[src/rtl/wallace_pkg.sv]
// rtl/wallace_pkg.sv - compressor and stage-count helpers for the pipelined carry-save adder tree
package wallace_pkg;

    // Returns {carry, sum} of a single-bit full adder.
    function automatic logic [1:0] compressor32(input logic a, input logic b, input logic c);
        return {(a & b) | (a & c) | (b & c), a ^ b ^ c};
    endfunction

    // Clamped to 1 so that illegal parameter sets still elaborate far enough to report their error.
    function automatic int calc_nstg(input int pp, input int lvl_per_stg);
        if (pp < 3 || lvl_per_stg < 1) begin
            return 1;
        end
        return (pp - 2 + lvl_per_stg - 1) / lvl_per_stg;
    endfunction

    // Index of the last compressor level that feeds stage s.
    function automatic int last_lvl(input int s, input int lvl_per_stg, input int nlvl);
        int le;
        le = (s + 1) * lvl_per_stg;
        if (le > nlvl) begin
            le = nlvl;
        end
        return le - 1;
    endfunction

endpackage

[src/rtl/csa_level.sv]
// rtl/csa_level.sv - one row of 3:2 compressors with the carry vector shifted left by one
module csa_level
    import wallace_pkg::*;
#(
    parameter int DW = 16
) (
    input  logic [DW-1:0] a_i,
    input  logic [DW-1:0] b_i,
    input  logic [DW-1:0] c_i,
    output logic [DW-1:0] sum_o,
    output logic [DW-1:0] carry_o
);

    logic [DW-1:0] maj;

    always_comb begin
        sum_o = '0;
        maj   = '0;
        for (int i = 0; i < DW; i++) begin
            {maj[i], sum_o[i]} = compressor32(a_i[i], b_i[i], c_i[i]);
        end
    end

    // The top majority bit falls off: results are modulo 2^DW.
    assign carry_o = maj << 1;

endmodule

[src/rtl/pipe_wallace_tree.sv]
// rtl/pipe_wallace_tree.sv - linear 3:2 compressor chain with elastic pipeline registers
module pipe_wallace_tree
    import wallace_pkg::*;
#(
    parameter int DW          = 16,
    parameter int PP          = 5,
    parameter int LVL_PER_STG = 1,
    parameter int TAG_W       = 4,
    parameter int FINAL_ADD   = 0
) (
    input  logic                   clk_i,
    input  logic                   rst_i,
    input  logic                   valid_i,
    output logic                   ready_o,
    input  logic [PP-1:0][DW-1:0]  add_i,
    input  logic [TAG_W-1:0]       tag_i,
    output logic                   valid_o,
    input  logic                   ready_i,
    output logic [DW-1:0]          sum_o,
    output logic [DW-1:0]          carry_o,
    output logic [DW-1:0]          res_o,
    output logic [TAG_W-1:0]       tag_o
);

    localparam int NLVL = PP - 2;
    localparam int NSTG = calc_nstg(PP, LVL_PER_STG);

    if (PP < 3 || PP > 16) begin : g_bad_pp
        $error("pipe_wallace_tree: PP must be in 3..16");
    end
    if (LVL_PER_STG < 1 || LVL_PER_STG > PP - 2) begin : g_bad_lvl
        $error("pipe_wallace_tree: LVL_PER_STG must be in 1..PP-2");
    end
    if (DW < 1 || TAG_W < 1) begin : g_bad_w
        $error("pipe_wallace_tree: DW and TAG_W must be positive");
    end
    if (FINAL_ADD != 0 && FINAL_ADD != 1) begin : g_bad_fa
        $error("pipe_wallace_tree: FINAL_ADD must be 0 or 1");
    end

    logic [NSTG-1:0]  vld_q, vld_d, load;
    logic [DW-1:0]    sum_q   [NSTG];
    logic [DW-1:0]    sum_d   [NSTG];
    logic [DW-1:0]    carry_q [NSTG];
    logic [DW-1:0]    carry_d [NSTG];
    logic [TAG_W-1:0] tag_q   [NSTG];
    logic [TAG_W-1:0] tag_d   [NSTG];
    logic [DW-1:0]    rem_q   [NSTG][PP];
    logic [DW-1:0]    rem_d   [NSTG][PP];
    logic [DW-1:0]    stg_sum [NSTG];
    logic [DW-1:0]    stg_car [NSTG];

    // Level k belongs to stage k/LVL_PER_STG; the first level of a stage reads the previous registers.
    for (genvar k = 0; k < NLVL; k++) begin : g_lvl
        localparam int S = k / LVL_PER_STG;
        logic [DW-1:0] a_w, b_w, c_w, s_w, co_w;

        if (k == 0) begin : g_head
            assign a_w = add_i[0];
            assign b_w = add_i[1];
            assign c_w = add_i[2];
        end else if (k == S * LVL_PER_STG) begin : g_reg_in
            assign a_w = sum_q[S-1];
            assign b_w = carry_q[S-1];
            assign c_w = rem_q[S-1][k+2];
        end else if (S == 0) begin : g_chain_in
            assign a_w = g_lvl[k-1].s_w;
            assign b_w = g_lvl[k-1].co_w;
            assign c_w = add_i[k+2];
        end else begin : g_chain_reg
            assign a_w = g_lvl[k-1].s_w;
            assign b_w = g_lvl[k-1].co_w;
            assign c_w = rem_q[S-1][k+2];
        end

        csa_level #(.DW(DW)) u_csa (
            .a_i     (a_w),
            .b_i     (b_w),
            .c_i     (c_w),
            .sum_o   (s_w),
            .carry_o (co_w)
        );
    end

    for (genvar s = 0; s < NSTG; s++) begin : g_stg_out
        localparam int LE = last_lvl(s, LVL_PER_STG, NLVL);
        assign stg_sum[s] = g_lvl[LE].s_w;
        assign stg_car[s] = g_lvl[LE].co_w;
    end

    always_comb begin
        vld_d   = vld_q;
        sum_d   = sum_q;
        carry_d = carry_q;
        tag_d   = tag_q;
        rem_d   = rem_q;
        load    = '0;

        load[NSTG-1] = !vld_q[NSTG-1] || ready_i;
        for (int s = NSTG - 2; s >= 0; s--) begin
            load[s] = !vld_q[s] || load[s+1];
        end

        // Payload only moves with a valid set so idle registers keep their last (or reset) contents.
        if (load[0]) begin
            vld_d[0] = valid_i;
            if (valid_i) begin
                sum_d[0]   = stg_sum[0];
                carry_d[0] = stg_car[0];
                tag_d[0]   = tag_i;
                for (int j = 0; j < PP; j++) begin
                    if (j >= last_lvl(0, LVL_PER_STG, NLVL) + 3) begin
                        rem_d[0][j] = add_i[j];
                    end
                end
            end
        end

        for (int s = 1; s < NSTG; s++) begin
            if (load[s]) begin
                vld_d[s] = vld_q[s-1];
                if (vld_q[s-1]) begin
                    sum_d[s]   = stg_sum[s];
                    carry_d[s] = stg_car[s];
                    tag_d[s]   = tag_q[s-1];
                    for (int j = 0; j < PP; j++) begin
                        if (j >= last_lvl(s, LVL_PER_STG, NLVL) + 3) begin
                            rem_d[s][j] = rem_q[s-1][j];
                        end
                    end
                end
            end
        end
    end

    always_ff @(posedge clk_i) begin
        if (rst_i) begin
            vld_q   <= '0;
            sum_q   <= '{default: '0};
            carry_q <= '{default: '0};
            tag_q   <= '{default: '0};
            rem_q   <= '{default: '0};
        end else begin
            vld_q   <= vld_d;
            sum_q   <= sum_d;
            carry_q <= carry_d;
            tag_q   <= tag_d;
            rem_q   <= rem_d;
        end
    end

    assign ready_o = load[0];
    assign valid_o = vld_q[NSTG-1];
    assign sum_o   = sum_q[NSTG-1];
    assign carry_o = carry_q[NSTG-1];
    assign tag_o   = tag_q[NSTG-1];

    if (FINAL_ADD == 1) begin : g_final_add
        assign res_o = sum_o + carry_o;
    end else begin : g_no_final_add
        assign res_o = '0;
    end

endmodule

[config.mk]
export PLATFORM = sky130hd
export DESIGN_NAME = pipe_wallace_tree
export DESIGN_NICKNAME = d
export VERILOG_FILES = /design/src/rtl/wallace_pkg.sv /design/src/rtl/csa_level.sv /design/src/rtl/pipe_wallace_tree.sv
export SDC_FILE = /design/constraint.sdc
export NUM_CORES = 1
export LEC_CHECK = 0
export BUFFER_PORTS_ARGS = -buffer_cell sky130_fd_sc_hd__buf_4
export CORE_ASPECT_RATIO = 1.75
export CORE_MARGIN = 2
export CORE_UTILIZATION = 55
export CTS_CLUSTER_DIAMETER = 120
export CTS_CLUSTER_SIZE = 25
export DETAILED_ROUTE_END_ITERATION = 12
export MAX_ROUTING_LAYER = met4
export PLACE_DENSITY = 0.8
export SYNTH_ARGS = -nofsm -noshare
export SYNTH_HDL_FRONTEND = slang
export SYNTH_SLANG_ARGS = --single-unit
[constraint.sdc]
create_clock -name clk_i -period 1.8 [get_ports clk_i]
set_input_delay 0.09 -clock clk_i [delete_from_list [all_inputs] [get_ports clk_i]]
set_output_delay 0.09 -clock clk_i [all_outputs]
set_load 0.02 [all_outputs]
# == Word level (Yosys, flattened, before mapping) ==
# Index checks and enable logic that the tools add are counted.
# totals
word_cells,335
in_bits,88
output_inout_bits,54
reg_bits,156
# op_classes
bitwise_logic,311
reduce_logical,9
# ops
op,count
AND 1 bit,131
bitwise XOR 1 bit,94
bitwise OR 1 bit,86
AND reduction 2 bit,3
logical NOT 1 bit,3
logical OR 1 bit,3

# == Logic depth before layout (Yosys ltp) ==
# Gate-level depths: netlist (run 1).
# depth
ltp_word,5
ltp_mapped,7
ltp_nobuf,4

# == By module ==
# From an unflattened synthesis (run 1), not the netlist that was laid out.
# hier_totals
cells_unflattened,752
area_unflattened_um2,7831.3
# modules_own_cells
module,seq_area_each_um2,area_per_inst_um2,cells_each,n_inst
pipe_wallace_tree,3183.1,6825.3,698,1
csa_level,0.0,335.3,18,3

# == Worst setup path after synthesis (run 1) ==
# No wires, ideal clock.
# synth_timing
path_kind,reg-to-reg
from,reg vld_q[2]
to,reg rem_q (netlist bit g_lvl[1].c_w[10])
period_less_slack_ns,1.338
arrival_ns,1.206
path_slack_ns,0.462
setup_ns,0.132
path_stages_with_launch,7
t_required_ns,1.668
path_buffers,2
cell_sequence,dfxtp_1 > and4b_4 > inv_2 > buf_6 > buf_6 > nand3_1 > a21oi_1
# synth_between
elab_chain_cells,5
# synth_rtl
element,line_no,source
from (decl),pipe_wallace_tree.sv:41,"logic [NSTG-1:0] vld_q, vld_d, load;"
from (signal assigned),pipe_wallace_tree.sv:144,vld_q <= vld_d;
logical NOT 1 bit,pipe_wallace_tree.sv:99,load[NSTG-1] = !vld_q[NSTG-1] || ready_i;
logical OR 1 bit,pipe_wallace_tree.sv:99,
logical OR 1 bit (2 in series),pipe_wallace_tree.sv:101,load[s] = !vld_q[s] || load[s+1];
AND reduction 2 bit (no line),--,
to (signal assigned),pipe_wallace_tree.sv:148,rem_q <= rem_d;
to (decl),pipe_wallace_tree.sv:48,logic [DW-1:0] rem_q [NSTG][PP];
# Every way passes these cells.
# A chain may end at the register's enable or synchronous reset.

# == Final worst setup path (run 1) ==
# layout_timing
from,reg vld_q[2]
to,out ready_o
# layout_between
elab_chain_cells,4
# layout_rtl
element,line_no,source
logical NOT 1 bit,pipe_wallace_tree.sv:99,
logical OR 1 bit,pipe_wallace_tree.sv:99,
logical OR 1 bit (2 in series),pipe_wallace_tree.sv:101,
to (decl),pipe_wallace_tree.sv:14,"output logic ready_o,"
# Every way passes these cells.

==> results of run 1 <==
-- cell type report --
cell class	instances	area (um^2)	share of cell area, %
Sequential cell	156	3120	35.5
Inverter	4	15.0	0.171
Clock buffer	21	460	5.23
Timing Repair Buffer	174	1500	17.0
Tap cell	168	210	2.39
Clock inverter	11	116	1.32
Multi-Input combinational cell	532	3380	38.4
-- where the power goes --
group	total (W)	internal, W	leakage (nW)	switching, W
Sequential	0.00370	0.00360	1.27	0.000102
Clock	0.00347	0.00210	0.279	0.00137
Combinational	0.000844	0.000404	1.89	0.000441
-- synthesized netlist by cell type --
library cell,instances,area [um^2]
o21ai_1,30,150
xor3_1,3,71.3
nand3b_1,1,7.51
buf_1,6,22.5
clkbuf_1,41,154
conb_1,1,3.75
buf_6,4,45.0
nand2b_1,1,6.26
a21oi_1,156,781
buf_4,23,173
fa_1,43,861
o21ai_0,123,616
and4b_4,1,13.8
dfxtp_1,156,3120
nand3_1,153,766
inv_1,3,11.3
and3b_1,1,8.76
and2b_1,1,7.51
buf_2,27,135
clkbuf_2,1,5.00
inv_2,1,3.75
ha_1,2,25.0
-- per-layer routing --
metal  vias to the layer above  part of all wire [%]
li1                       2929                     -
met2                       271                    51
met3                        43                   6.2
met5                         -                     0
met1                      2969                    39
met4                         0                   4.0
-- state kept, by name (all words and copies together), names as in the netlist --
name / count
g_lvl.a_w: 32
g_lvl.c_w: 32
g_lvl.b_w: 30
rem_q: 16
sum_o: 16
carry_o: 15
tag_q: 8
tag_o: 4
vld_q: 3
-- critical path: cells and delay by family, from the launching register on --
kind                   cells  cell delay, ns
buffers and inverters      3            0.43
DFF                        1            0.41
and+or+nand+nor            1            0.30
-- repair_timing --
action                     4_1_cts  5_1_grt
setup endpoints to repair        0        2
hold endpoints to repair        36        0
hold buffers                    36        0
gates resized for setup          0        1
-- through the flow --
step	utilization, %	hold WS (ns)	instance area (um^2)
after floorplan	-	0.238	7050
after global placement	63.2	0.364	7860
after CTS	70.8	0.0583	8800
after detailed placement	63.2	0.364	7860
final	70.8	0.0720	8800
after global routing	70.8	0.0803	8800
-- worst paths after layout --
check,startpoint,to,slack (ns),cells after the start
max,vld_q[2],ready_o,0.11,4
min reg2reg,carry_o[5],carry_o[5],0.47,2
min,valid_i,rem_q[174],0.07,3
max reg2reg,vld_q[1],sum_o[10],0.29,3
-- kinds of logic after synthesis --
family | Yosys count | synth area share (%)
flip-flops | 156 | 44.7
other | 1 | 0.0537
XOR/XNOR | 3 | 1.02
adder cells (fa/ha/maj) | 45 | 12.7
AND/OR/NAND/NOR | 158 | 11.6
AO/OA/AOI/OAI | 309 | 22.1
buffers and inverters | 106 | 7.86
==> run summary, run 1 <==
Outcome = completed
Initial Util = 56.2%
Post-synth cell types = 22
Leak Pwr = 3.44 nW
HP Class = primary input to flip-flop
Grt peak-use layer = met2
Die width = 89.2 um
Crit path cell chain = and4b_4, inv_2, buf_12, buf_4
Longest Clk Path Bufs = 2
Gpl congestion = 0.842
CTS H-tree depth = 4
I/O Buffers = 124
Post-DP HPWL = 11500 um
Number of global-route vias before repair = 6044
N_diodes = 0
Router iterations before antenna repair = 5
Num rows = 54
Met1 Use GR = 33.7%
Synthesis Warnings = 0
DR vias = 6212
Largest net degree at the start of global routing = 70
Detailed Route WL = 17400 um
Die area = 13700 um^2
Vias per cell = 5.83
# placed instances = 998
Root Buffer Master = clkbuf_16
CP max stage cell = dfxtp_1
Final hold violation count = 0
Fmax = 0.593 GHz
Proportion of layout cells with a drive suffix above 1 = 19.2%
Most frequent cells in the layout = a21oi_1, dfxtp_1, nand3_1
Clk slew on worst S/H paths = 0.06 ns
Crit path largest cell delay = 0.41 ns
Pwr/cell area = 911 nW/um^2
Worst path arrival time = 1.60 ns
Layout filler cell count = 963
Synthesized area = 6990 um^2
Final worst path period share = 93.7%
RSZ-0062 raised after global routing = false
WL per Instance = 16.4 um
Fin worst setup slack = 0.113 ns
Crit Path Class = flip-flop to output pin
Max-Slew Margin vs Limit = 43.9%
Final #Nets = 1018
Clock Latency Late Sink = 0.43 ns
Worst-case clock skew = 0.0130 ns
Total grt overflow = 0
Drt first-iter violations = 524
Worst vdd ir = 0.000723 V
DRC violations left = 0
Routed Antenna Nets = 0
Syn_area_per_cell = 8.98 um^2
GR Layer Usage met2 = 42.6%
Cells after Synth = 778
Dpl ws = 0.205 ns
Met3 Track Usage GR = 5.35%
Total power = 0.00801 W
Seq/Total Area, Yosys = 44.7%
Final setup viols = 0
Setup Buffers After CTS = 0
Die Y = 153 um
Worst Setup End Kind = output pin
#FFs+latches synth = 156
Slew Limit Fails = 0
CTS tree = yes
Commonest non-fill, non-tap cell in the layout = a21oi_1
Number of I/O pins = 142
Num Clock Sinks = 156
Min Tclk post-route = 1.69 ns
Critical path peak fanout = 69
CP startpoint kind = flip-flop
P&R area growth vs syn = 25.9%
Data required time of the worst path = 1.71 ns
Core outline area = 12400 um^2
Max-cap violation count = 0
Final setup TNS = 0 ns
Initial antenna violation count = 0
First-pass GRT wire length = 28600 um
Worst-Margin Slew = 0.840 ns
Fin cells = 1066
Total GRT Usage = 27.3%
CTS Buf Count = 17
No activity file was read; power rests on OpenSTA's default activity.
==> run 2: changes to the inputs <==
--- a/config.mk
+++ b/config.mk
@@ -6,14 +6,16 @@
 export NUM_CORES = 1
 export LEC_CHECK = 0
 export BUFFER_PORTS_ARGS = -buffer_cell sky130_fd_sc_hd__buf_4
+export CELL_PAD_IN_SITES_DETAIL_PLACEMENT = 0
+export CELL_PAD_IN_SITES_GLOBAL_PLACEMENT = 1
 export CORE_ASPECT_RATIO = 1.75
 export CORE_MARGIN = 2
-export CORE_UTILIZATION = 55
+export CORE_UTILIZATION = 44
 export CTS_CLUSTER_DIAMETER = 120
 export CTS_CLUSTER_SIZE = 25
 export DETAILED_ROUTE_END_ITERATION = 12
 export MAX_ROUTING_LAYER = met4
-export PLACE_DENSITY = 0.8
+export PLACE_DENSITY_LB_ADDON = 0.1
 export SYNTH_ARGS = -nofsm -noshare
 export SYNTH_HDL_FRONTEND = slang
 export SYNTH_SLANG_ARGS = --single-unit
==> constraint.sdc (replaced) <==
create_clock -name clk_i -period 2 [get_ports clk_i]
set_input_delay 0.1 -clock clk_i [delete_from_list [all_inputs] [get_ports clk_i]]
set_output_delay 0.1 -clock clk_i [all_outputs]
set_load 0.01 [all_outputs]
==> run 2 against run 1 <==
Critical path depth unchanged. Combinational power down 15%. Design area down 0.57%. Critical endpoint unchanged. Sequential share of layout area up 0.20 points. Largest cell class unchanged. Via count down 4.2%. Worst hold slack worse by 0.069 ns. Count of clock-buffer cells in the layout down 1. Wire length up 1.8%. Highest routed layer unchanged.
==> run summary, run 2 (synthesis gave the netlist of run 1 again) <==
Outcome = completed
Slew Limit Fails = 0 (unchanged)
Num Clock Sinks = 156 (unchanged)
Worst-case clock skew = 0.00981 ns (-0.00315 ns)
RSZ-0062 raised after global routing = false
Crit path largest cell delay = 0.41 ns (about the same)
Initial Util = 44.5% (-12 points)
Router iterations before antenna repair = 5 (unchanged)
Final hold violation count = 0 (unchanged)
P&R area growth vs syn = 25.2%
Routed Antenna Nets = 0 (unchanged)
DRC violations left = 0 (unchanged)
Num rows = 61 (+13%)
Commonest non-fill, non-tap cell in the layout = a21oi_1
I/O Buffers = 124 (unchanged)
Layout filler cell count = 1473 (+53%)
Root Buffer Master = clkbuf_16
WL per Instance = 16.5 um (+0.80%)
Final setup TNS = 0 ns (unchanged)
Number of I/O pins = 142 (unchanged)
Crit Path Class = flip-flop to output pin
Detailed Route WL = 17800 um (+1.8%)
Hold Path Sink = g_lvl[1].c_w[5]
First-pass GRT wire length = 28800 um (+0.80%)
Gpl congestion = 0.833 (-1.0%)
Die area = 16900 um^2 (+24%)
Drt first-iter violations = 272 (-48%)
DR vias = 5953 (-4.2%)
Fmax = 0.537 GHz
HP Start = add_i[53]
Pwr/cell area = 863 nW/um^2 (-5.2%)
CTS Buf Count = 17 (unchanged)
Total GRT Usage = 22.0% (-5.3 points)
Worst path arrival time = 1.76 ns (+0.16 ns)
Worst Setup End Kind = output pin
Grt peak-use layer = met2
Clk slew on worst S/H paths = 0.06 ns (about the same)
Crit path cell chain = and4b_4, inv_2, buf_4, buf_4
Core outline area = 15700 um^2 (+26%)
Max-cap violation count = 0 (unchanged)
Max-Slew Margin vs Limit = 39.3% (-4.6 points)
Post-route cell area = 8750 um^2 (-0.57%)
GR Layer Usage met2 = 35.2% (-7.4 points)
Vias per cell = 5.53 (-5.1%)
CTS tree = yes
Data required time of the worst path = 1.90 ns (+0.19 ns)
Leak Pwr = 3.43 nW (-0.43%)
Most frequent cells in the layout = a21oi_1, dfxtp_1, nand3_1
Area after DPL = 7850 um^2 (-0.11%)
Min Tclk post-route = 1.86 ns
Crit-path leading delay family = buffers and inverters
CTS H-tree depth = 4 (unchanged)
CP max stage cell = buf_4
Initial antenna violation count = 0 (unchanged)
Met1 Use GR = 27.3% (-6.4 points)
Final setup viols = 0 (unchanged)
Final worst path period share = 93.1%
CP startpoint kind = flip-flop
Largest net degree at the start of global routing = 68 (-2.9%)
Longest Clk Path Bufs = 2 (unchanged)
N_diodes = 0 (unchanged)
Die width = 99.3 um (+11%)
Multi-input gate area = 3380 um^2 (about the same)
Endpoint of the worst register-to-register path = sum_o[1]
Met3 Track Usage GR = 3.55% (-1.8 points)
Seq. cell area = 3120 um^2 (unchanged)
Total grt overflow = 0 (unchanged)
Critical path peak fanout = 42 (-39%)
Cell mode on critical path = buf_4
HP Class = primary input to flip-flop
R2R setup slack = 0.25 ns (-0.04 ns)
Number of global-route vias before repair = 5668 (-6.2%)
Proportion of layout cells with a drive suffix above 1 = 19.6% (+0.44 points)
RR Startpoint = vld_q[1]
Clock Latency Late Sink = 0.42 ns (about the same)
Worst vdd ir = 0.000466 V (-36%)
Reg2reg path depth = 4 (+1)
Setup Buffers After CTS = 0 (unchanged)
Post-DP HPWL = 12400 um (+7.7%)
Crit path buf inv count = 3 (unchanged)
Die Y = 171 um (+11%)
Min-Delay Path Depth = 3 (unchanged)
Worst-Margin Slew = 0.910 ns (+0.0700 ns)
Final #Nets = 1009 (-0.88%)
-- run 2: changes by cell type in the layout (fill, tap and decap cells not counted), sizes merged --
cell,change
dlygate4sd3,-11
bufinv,+3
buf,+2
clkinv,-2
clkinvlp,-2
clkbuf,-1
inv,+1
-- run 2: repair_timing --
item	CTS	global route
hold buffers	25	0
hold endpoints to repair	25	0
resized for setup	0	0
endpoints found under the setup margin	0	0
-- run 2: metal layers --
metal / up-vias / wire length, um / part of all wire, %
met4: 0 / 590 / 3.3
met5: - / 0 / 0
met1: 2857 / 7360 / 41
li1: 2911 / - / -
met2: 162 / 9150 / 52
met3: 23 / 649 / 3.7
-- run 2: worst max-delay path by stage --
stage / from / to / slack (ns) / cells after the start
CTS: vld_q[2] / ready_o / 0.11 / 4
detailed placement: vld_q[1] / sum_o[1] / 0.25 / 4
global route: vld_q[2] / ready_o / 0.009 / 4
finish: vld_q[2] / ready_o / 0.14 / 4
global placement: vld_q[1] / carry_o[14] / 0.35 / 4
floorplan: vld_q[2] / g_lvl[1].c_w[10] / 0.74 / 6
-- run 2: worst reg2reg max path: cells and delay by family (launching register included) --
family	cells	cell delay, ns
flip-flops	1	0.31
AO/OA/AOI/OAI	2	0.47
buffers and inverters	2	0.92
-- run 2: layout make-up --
class                      instances  area share [%]
multi-input combinational        532            38.6
sequential                       156            35.7
timing repair buffer             165            15.4
clock buffer                      20            5.22
tap                              189            2.70
clock inverter                    11            2.17
inverter                           4           0.172
-- run 2: stage by stage --
stage | hold WS, ns | cells | power [W] | util [%] | setup WS, ns
CTS | 0.00648 | 1077 | 0.00762 | 55.7 | 0.105
global placement | 0.376 | 1021 | 0.00406 | 50.0 | 0.346
floorplan | 0.248 | 794 | 0.00379 | - | 0.741
global route | 0.0103 | 1077 | 0.00784 | 55.7 | 0.00938
detailed placement | 0.373 | 1021 | 0.00408 | 50.0 | 0.252
finish | 0.00345 | 1077 | 0.00756 | 55.7 | 0.139
-- run 2: report_power, final --
part / leakage [nW] / total, W / internal (W) / switching, W
Combinational: 1.84 / 0.000715 / 0.000344 / 0.000371
Sequential: 1.27 / 0.00333 / 0.00324 / 0.0000903
Clock: 0.316 / 0.00351 / 0.00227 / 0.00124
==> run 3: changes to the inputs <==
--- a/config.mk
+++ b/config.mk
@@ -15,7 +15,7 @@
 export CTS_CLUSTER_SIZE = 25
 export DETAILED_ROUTE_END_ITERATION = 12
 export MAX_ROUTING_LAYER = met4
-export PLACE_DENSITY_LB_ADDON = 0.1
+export PLACE_DENSITY = 0.85
 export SYNTH_ARGS = -nofsm -noshare
 export SYNTH_HDL_FRONTEND = slang
 export SYNTH_SLANG_ARGS = --single-unit
==> run 3 against run 2 <==
Critical endpoint unchanged. Combinational power rose by 2%. Non-clock buffer count grew 1. Largest cell class unchanged. First-iteration DRC count grew 19%. Global-route usage down 1.1 points. Design area grew 0.50%. Highest routed layer unchanged.
==> run summary, run 3 (synthesis gave the netlist of run 1 again) <==
Outcome = completed
HP Class = primary input to flip-flop
Vias per cell = 5.44 (-1.7%)
Gpl congestion = 0.802 (-3.7%)
Core outline area = 15700 um^2 (unchanged)
Post-CTS Hold Buffers = 28 (+12%)
RSZ-0062 raised after global routing = false
Max-cap violation count = 0 (unchanged)
Fin cells = 1079 (+0.19%)
Final worst path period share = 92.0% (-1.0 points)
Critical path peak fanout = 53 (+26%)
Clk slew on worst S/H paths = 0.06 ns (about the same)
Final #Nets = 1010 (+0.099%)
Clock Latency Late Sink = 0.41 ns (about the same)
WL per Instance = 16.1 um (-2.3%)
CP max stage cell = dfxtp_1
Worst-Margin Slew = 0.908 ns (-0.00206 ns)
CTS tree = yes
CP startpoint kind = flip-flop
CTS Buf Count = 17 (unchanged)
Die area = 16900 um^2 (unchanged)
# placed instances = 1018 (-0.29%)
Final setup viols = 0 (unchanged)
Crit Path Class = flip-flop to output pin
Total grt overflow = 0 (unchanged)
Largest net degree at the start of global routing = 69 (+1.5%)
GR Layer Usage met2 = 34.0% (-1.2 points)
Crit path cell chain = and4b_4, inv_2, buf_12, buf_4
Min Tclk post-route = 1.84 ns (-0.0207 ns)
Most frequent cells in the layout = a21oi_1, dfxtp_1, nand3_1
Proportion of layout cells with a drive suffix above 1 = 19.2% (-0.38 points)
Post-route cell area = 8790 um^2 (+0.50%)
Worst path arrival time = 1.74 ns (-0.02 ns)
Detailed Route WL = 17400 um (-2.1%)
Root Buffer Master = clkbuf_16
Area after DPL = 7880 um^2 (+0.35%)
First-pass GRT wire length = 27700 um (-3.8%)
Grt peak-use layer = met2
Routed Antenna Nets = 0 (unchanged)
Commonest non-fill, non-tap cell in the layout = a21oi_1
Num rows = 61 (unchanged)
Layout filler cell count = 1456 (-1.2%)
Crit path largest cell delay = 0.35 ns (-0.06 ns)
Num Clock Sinks = 156 (unchanged)
Leak Pwr = 3.43 nW (+0.13%)
CTS H-tree depth = 4 (unchanged)
DRC violations left = 0 (unchanged)
Max-Slew Margin vs Limit = 39.4% (+0.14 points)
DR vias = 5865 (-1.5%)
Setup Buffers After CTS = 0 (unchanged)
Met3 Track Usage GR = 3.02% (-0.53 points)
Longest Clk Path Bufs = 2 (unchanged)
Slew Limit Fails = 0 (unchanged)
Die Y = 171 um (unchanged)
Worst vdd ir = 0.000552 V (+18%)
N_diodes = 0 (unchanged)
Total GRT Usage = 20.9% (-1.1 points)
Number of global-route vias before repair = 5580 (-1.6%)
Pwr/cell area = 841 nW/um^2 (-2.6%)
Worst Setup End Kind = output pin
Number of I/O pins = 142 (unchanged)
Initial Util = 44.5% (unchanged)
Post-DP HPWL = 11600 um (-6.7%)
Met1 Use GR = 26.1% (-1.2 points)
Fmax = 0.543 GHz (+1.1%)
PostCTS Resize Cnt = 0 (unchanged)
Worst-case clock skew = 0.00790 ns (-0.00191 ns)
P&R area growth vs syn = 25.8%
I/O Buffers = 124 (unchanged)
Drt first-iter violations = 325 (+19%)
Final hold violation count = 0 (unchanged)
Final setup TNS = 0 ns (unchanged)
Data required time of the worst path = 1.90 ns (about the same)
Die width = 99.3 um (unchanged)
Router iterations before antenna repair = 5 (unchanged)
Initial antenna violation count = 0 (unchanged)
Hold_ws = 0.0251 ns (+0.0217 ns)
run 3: cell types whose count changed in the layout (fill, tap and decap cells not counted), sizes merged:
cell	before	now
clkbuf	20	23
clkinv	4	3
dlygate4sd3	25	29
bufinv	5	3
clkinvlp	1	3
buf	140	137
inv	5	4
run 3: worst max-delay path: cells and delay by family (launching register included):
kind | cells | cell delay, ns
buffers and inverters | 3 | 0.71
AND/OR/NAND/NOR | 1 | 0.23
flip-flops | 1 | 0.35
run 3: metal layers:
layer,up-vias,wire (um)
met2,160,8900
met3,25,611
met5,-,0
met4,0,529
li1,2902,-
met1,2778,7330
run 3: area by class of cell:
cell class	instances	area (um^2)	area share [%]
tap	189	236	2.69
clock inverter	9	135	1.54
multi-input combinational	532	3380	38.4
timing repair buffer	166	1420	16.1
inverter	4	15.0	0.171
clock buffer	23	488	5.55
sequential	156	3120	35.5
run 3: through the flow:
stage | power (W) | worst slack (ns) | util [%]
2_1_floorplan | 0.00379 | 0.741 | -
3_3_place_gp | 0.00407 | 0.348 | 50.1
3_5_place_dp | 0.00408 | 0.297 | 50.1
4_1_cts | 0.00744 | 0.154 | 55.9
5_1_grt | 0.00767 | 0.0712 | 55.9
6_report | 0.00739 | 0.160 | 55.9
run 3: report_power, final:
group / internal (W) / switching [W] / total (W)
Combinational: 0.000354 / 0.000377 / 0.000731
Sequential: 0.00324 / 0.0000869 / 0.00332
Clock: 0.00210 / 0.00124 / 0.00334
run 3: worst paths after layout:
check / start / endpoint / slack [ns] / cells past startpoint
max: vld_q[2] / ready_o / 0.16 / 4
min: add_i[52] / g_lvl[1].c_w[4] / 0.03 / 3
max reg2reg: vld_q[1] / tag_o[0] / 0.28 / 4
min reg2reg: tag_q[11] / tag_q[7] / 0.47 / 2
